$ cat src/rtl/key_loader.sv
// key_loader: serial key loader for a logic-locked core.
// Shifts KEY_W bits (LSB first) into a shadow register and commits them to
// keyinput atomically, so the locked core never sees a partial key. A load
// aborts into FAIL when the gap between accepted bits reaches TIMEOUT.
// Optional feature macro: KEY_LOADER_PARITY_EN adds a trailing even-parity bit
// that must match the key before it is committed.
module key_loader #(
   parameter int KEY_W   = 2,
   parameter int TIMEOUT = 15
) (
   input  logic             CK,
   input  logic             RST,
   input  logic             START,
   input  logic             KEY_SI,
   input  logic             KEY_SI_VALID,
   output logic [KEY_W-1:0] keyinput,
   output logic             KEY_READY,
   output logic             BUSY,
   output logic             ERR
);

   localparam int CNT_W = $clog2(KEY_W + 1);
   localparam int IDL_W = $clog2(TIMEOUT + 1);

   typedef enum logic [1:0] {
      S_IDLE   = 2'd0,
      S_SHIFT  = 2'd1,
`ifdef KEY_LOADER_PARITY_EN
      S_PARITY = 2'd2,
`endif
      S_FAIL   = 2'd3
   } state_t;

   state_t             state_q, state_d;
   logic [KEY_W-1:0]   shadow_q, shadow_d;
   logic [CNT_W-1:0]   bitcnt_q, bitcnt_d;
   logic [IDL_W-1:0]   idle_q, idle_d;
   logic [KEY_W-1:0]   key_q, key_d;
   logic               ready_q, ready_d;
   logic               err_q, err_d;

   logic [KEY_W-1:0]   shadow_set;
   logic               last_bit;
   logic               idle_hit;

   // Shadow with the incoming bit placed at bitcnt; feeds both shifting and the final commit.
   always_comb begin
      shadow_set = shadow_q;
      for (int i = 0; i < KEY_W; i++) begin
         if (bitcnt_q == CNT_W'(i)) shadow_set[i] = KEY_SI;
      end
   end

   assign last_bit = (bitcnt_q == CNT_W'(KEY_W - 1));
   // The idle cycle that would bring the gap count up to TIMEOUT aborts the load.
   assign idle_hit = (idle_q == IDL_W'(TIMEOUT - 1));

   // Next-state and output-register logic; committed outputs only change on commit or failure.
   always_comb begin
      state_d  = state_q;
      shadow_d = shadow_q;
      bitcnt_d = bitcnt_q;
      idle_d   = idle_q;
      key_d    = key_q;
      ready_d  = ready_q;
      err_d    = err_q;
      unique case (state_q)
         S_IDLE: begin
            if (START) begin
               state_d  = S_SHIFT;
               shadow_d = '0;
               bitcnt_d = '0;
               idle_d   = '0;
               err_d    = 1'b0;
            end
         end
         S_SHIFT: begin
            if (KEY_SI_VALID) begin
               shadow_d = shadow_set;
               bitcnt_d = bitcnt_q + CNT_W'(1);
               idle_d   = '0;
               if (last_bit) begin
`ifdef KEY_LOADER_PARITY_EN
                  state_d = S_PARITY;
`else
                  state_d = S_IDLE;
                  key_d   = shadow_set;
                  ready_d = 1'b1;
`endif
               end
            end else if (idle_hit) begin
               state_d = S_FAIL;
               idle_d  = '0;
               key_d   = '0;
               ready_d = 1'b0;
               err_d   = 1'b1;
            end else begin
               idle_d = idle_q + IDL_W'(1);
            end
         end
`ifdef KEY_LOADER_PARITY_EN
         S_PARITY: begin
            if (KEY_SI_VALID) begin
               idle_d = '0;
               // Even parity: the extra bit equals the XOR of all key bits.
               if (KEY_SI == ^shadow_q) begin
                  state_d = S_IDLE;
                  key_d   = shadow_q;
                  ready_d = 1'b1;
               end else begin
                  state_d = S_FAIL;
                  key_d   = '0;
                  ready_d = 1'b0;
                  err_d   = 1'b1;
               end
            end else if (idle_hit) begin
               state_d = S_FAIL;
               idle_d  = '0;
               key_d   = '0;
               ready_d = 1'b0;
               err_d   = 1'b1;
            end else begin
               idle_d = idle_q + IDL_W'(1);
            end
         end
`endif
         S_FAIL: begin
            state_d = S_IDLE;
         end
         default: begin
            state_d = S_IDLE;
         end
      endcase
   end

   // State and datapath registers; reset clears everything including the shadow key.
   always_ff @(posedge CK) begin
      if (RST) begin
         state_q  <= S_IDLE;
         shadow_q <= '0;
         bitcnt_q <= '0;
         idle_q   <= '0;
         key_q    <= '0;
         ready_q  <= 1'b0;
         err_q    <= 1'b0;
      end else begin
         state_q  <= state_d;
         shadow_q <= shadow_d;
         bitcnt_q <= bitcnt_d;
         idle_q   <= idle_d;
         key_q    <= key_d;
         ready_q  <= ready_d;
         err_q    <= err_d;
      end
   end

   assign keyinput  = key_q;
   assign KEY_READY = ready_q;
`ifdef KEY_LOADER_PARITY_EN
   assign BUSY      = (state_q == S_SHIFT) || (state_q == S_PARITY);
`else
   assign BUSY      = (state_q == S_SHIFT);
`endif
   assign ERR       = err_q;

endmodule

$ cat config.mk
export PLATFORM = sky130hd
export DESIGN_NAME = key_loader
export DESIGN_NICKNAME = d
export VERILOG_FILES = /design/src/rtl/key_loader.sv
export SDC_FILE = /design/constraint.sdc
export NUM_CORES = 1
export LEC_CHECK = 0
export CAP_MARGIN = 25
export CORE_AREA = 2 2 39 41
export DETAILED_ROUTE_END_ITERATION = 6
export DIE_AREA = 0 0 41 43
export PLACE_DENSITY = 0.73
export SKIP_LAST_GASP = 1
export SLEW_MARGIN = 30
export SYNTH_ARGS = -nofsm -noshare
export SYNTH_HDL_FRONTEND = slang
export SYNTH_SLANG_ARGS = --single-unit
$ cat constraint.sdc
create_clock -name CK -period 2.4 [get_ports CK]
set_input_delay 0.24 -clock CK [delete_from_list [all_inputs] [get_ports CK]]
set_output_delay 0.24 -clock CK [all_outputs]
set_load 0.01 [all_outputs]
==> metrics.yaml <==
grt:
  grtUsageTotal_pct: 15.4
  grt_pass1_wl_um: 1890
  antenna_found_initial: 0
  grt_pass1_vias: 466
  grt_max_degree: 14
  grt-ovfl-total: 0
sta:
  max_freq_ghz: 0.563
  finalMaxSlewViolations: 0
  tns_ns: 0
  slew_headroom_pct: 61.6
  setup_viol: 0
  rsz0062_at_grt: "false"
  skew_ns: 0.00580
  fin_ws_ns: 0.622
  period_needed_ns: 1.78
  fin_crit_sh_pct: 74.1
  max_slew.worst_pin.slew_ns: 0.575
  finalHoldViolations: 0
detailed_routing:
  drt_pre_antenna_iters: 4
  drt_wl_total_um: 1170
  dr_total_vias: 544
  routed_via_density: 5.67
  wl_per_cell_um: 12.2
  drc: 0
  initialDrtViolationCount: 4
  drtAntennaViolNets: 0
logic_synthesis:
  ys_types: 27
  ys_ff_latch: 13
  syn_avg_cell_area_sq_um: 9.11
  synthFlopType: "dfxtp_1"
  ys_warn_count: 0
  synth_top_area_share_pct: 40.2
  synth_edf_count: 0
  netlist_top_cells_count: "dfxtp_1, a21oi_1, inv_1"
  syn_inst: 71
  syn_area_sq_um: 647
  yosys-top-cells-area: "dfxtp_1, ha_1, a21oi_1"
  yosysTopAreaCell: "dfxtp_1"
  synth_most_common_cell: "dfxtp_1"
  async_flop_share_pct: 0
  seq_area_frac_synth_pct: 40.2
  synthesis.nets: 80
die:
  start_util_pct: 46.7
  ios: 10
  die_h_um: 43
  rows: 14
  die_w_um: 41
  core_sq_um: 1380
  dieArea_sq_um: 1760
clock_network:
  cts_buffer_depth: 2
  clk_pin_slew_worst_paths_ns: 0.08
  cts_tree: "yes"
  holdBufCountCts: 0
  clock_latency_ns: 0.27
  cts_buffers: 3
  clock-root-buffer: "clkbuf_4"
  ctsResizeCount: 0
  htree_levels: 1
  cts_num_sinks: 13
  cts_setup_buffers: 0
worst_setup_path:
  worstPathRequired_ns: 2.16
  rr_worst_depth: 3
  start_kind: "flip-flop"
  slowest_delay_ns: 0.56
  crit_slowest_cell: "dfxtp_1"
  startpoint: "state_q[0]"
  crit_type: "flip-flop to output pin"
  path_cells: "nor2b_1, clkdlybuf4s50_1"
  crit_path_end_kind: "output pin"
  r2r_start: "state_q[0]"
  worstPathMaxFanout: 12
  arrival_ns: 1.54
placed_design:
  gp_congestion: 0.703
  dp_hpwl_um: 819
  preCtsSetupSlack_ns: 0.535
  dp_cells: 92
  port_buffers: 9
pwr:
  p_leak_uw: 0.000259
  p_per_area_nw_per_um2: 528
  vdd_drop_max_mv: 0.226
cells_and_area:
  antenna_cells: 0
  final_layout_size_suffix_gt1_share_pct: 6.25
  layout.cells.non_filler: 96
  area_growth_pct: 16.4
  nets: 90
  post-route-util_pct: 54.4
worst_hold_path:
  worstHoldStart: "ERR"
  min_path_type: "flip-flop to flip-flop"
  hold_path_depth: 1
job:
  maxCapViolations: 0
run_status:
  status: "completed"
[final cells by class]
| cell class | instances | area, sq um |
|---|---|---|
| inverter | 5 | 18.8 |
| sequential | 13 | 260 |
| timing repair buffer | 9 | 90.1 |
| clock buffer | 4 | 26.3 |
| tap | 16 | 20.0 |
| multi-input combinational | 49 | 338 |
| fill | 142 | 631 |
[critical path: cells and delay by family, from the launching register on]
family        cells  cell delay, ns
simple gates      1            0.17
flops             1            0.56
buf+inv           1            0.53
[cell usage in the layout (no fill, tap or decap)]
master	instances
dfxtp_1	13
clkdlybuf4s50_1	9
a21oi_1	8
inv_1	5
nand2_1	4
nand4b_1	4
o21ai_0	4
ha_1	4
nand3_1	3
nor2_1	3
clkbuf_4	3
o211ai_1	2
nor3b_1	2
a311oi_1	2
nor2b_1	1
and4b_1	1
or3b_4	1
mux2_2	1
o21a_1	1
mux2i_1	1
o21bai_1	1
nand3b_1	1
a32oi_1	1
nor3_1	1
nand4_1	1
or3_1	1
a31oi_1	1
clkbuf_1	1
[report_power, final]
part | switching, uW | internal (uW)
clock network | 66.8 | 64.3
registers | 6.06 | 220
logic | 20.4 | 20.5
[path summary, 6_finish.rpt]
| kind | end | slack, ns |
|---|---|---|
| max | BUSY | 0.62 |
| min reg2reg | ERR | 0.47 |
| min | ERR | 0.47 |
| max reg2reg | idle_q[3] | 0.80 |
[flip-flops by register name (all words and copies together), names as in the netlist]
| signal | cells |
|---|---|
| idle_q | 4 |
| bitcnt_q | 2 |
| keyinput | 2 |
| state_q | 2 |
| ERR | 1 |
| KEY_READY | 1 |
| shadow_q | 1 |
[metal layers]
layer / part of all wire [%] / wire [um] / vias up / GRT usage [%]
met5: 0 / 0 / - / 0
met4: 2.0 / 23 / 0 / 8.00
met3: 3.3 / 39 / 5 / 3.14
met2: 42 / 488 / 9 / 21.3
met1: 53 / 621 / 251 / 21.8
li1: - / - / 279 / -
[per-stage QoR]
stage                     cell area (sq um)  hold slack [ns]  total power (uW)
after global routing                    753            0.504               422
after global placement                  727            0.447               271
after CTS                               753            0.472               403
after floorplan                         647            0.312               259
after detailed placement                727            0.453               271
final                                   753            0.466               398
[cells by family (layout without fill, tap and decap cells)]
family,Yosys count,count (layout),share of synthesized area (%)
adders and majority gates,4,4,7.74
and+or+nand+nor,23,23,22.2
AOI/OAI and AO/OA,20,20,19.0
muxes,2,2,3.29
DFF,13,13,40.2
buffers and inverters,9,18,7.54
Power figures use the tool's default switching activity.
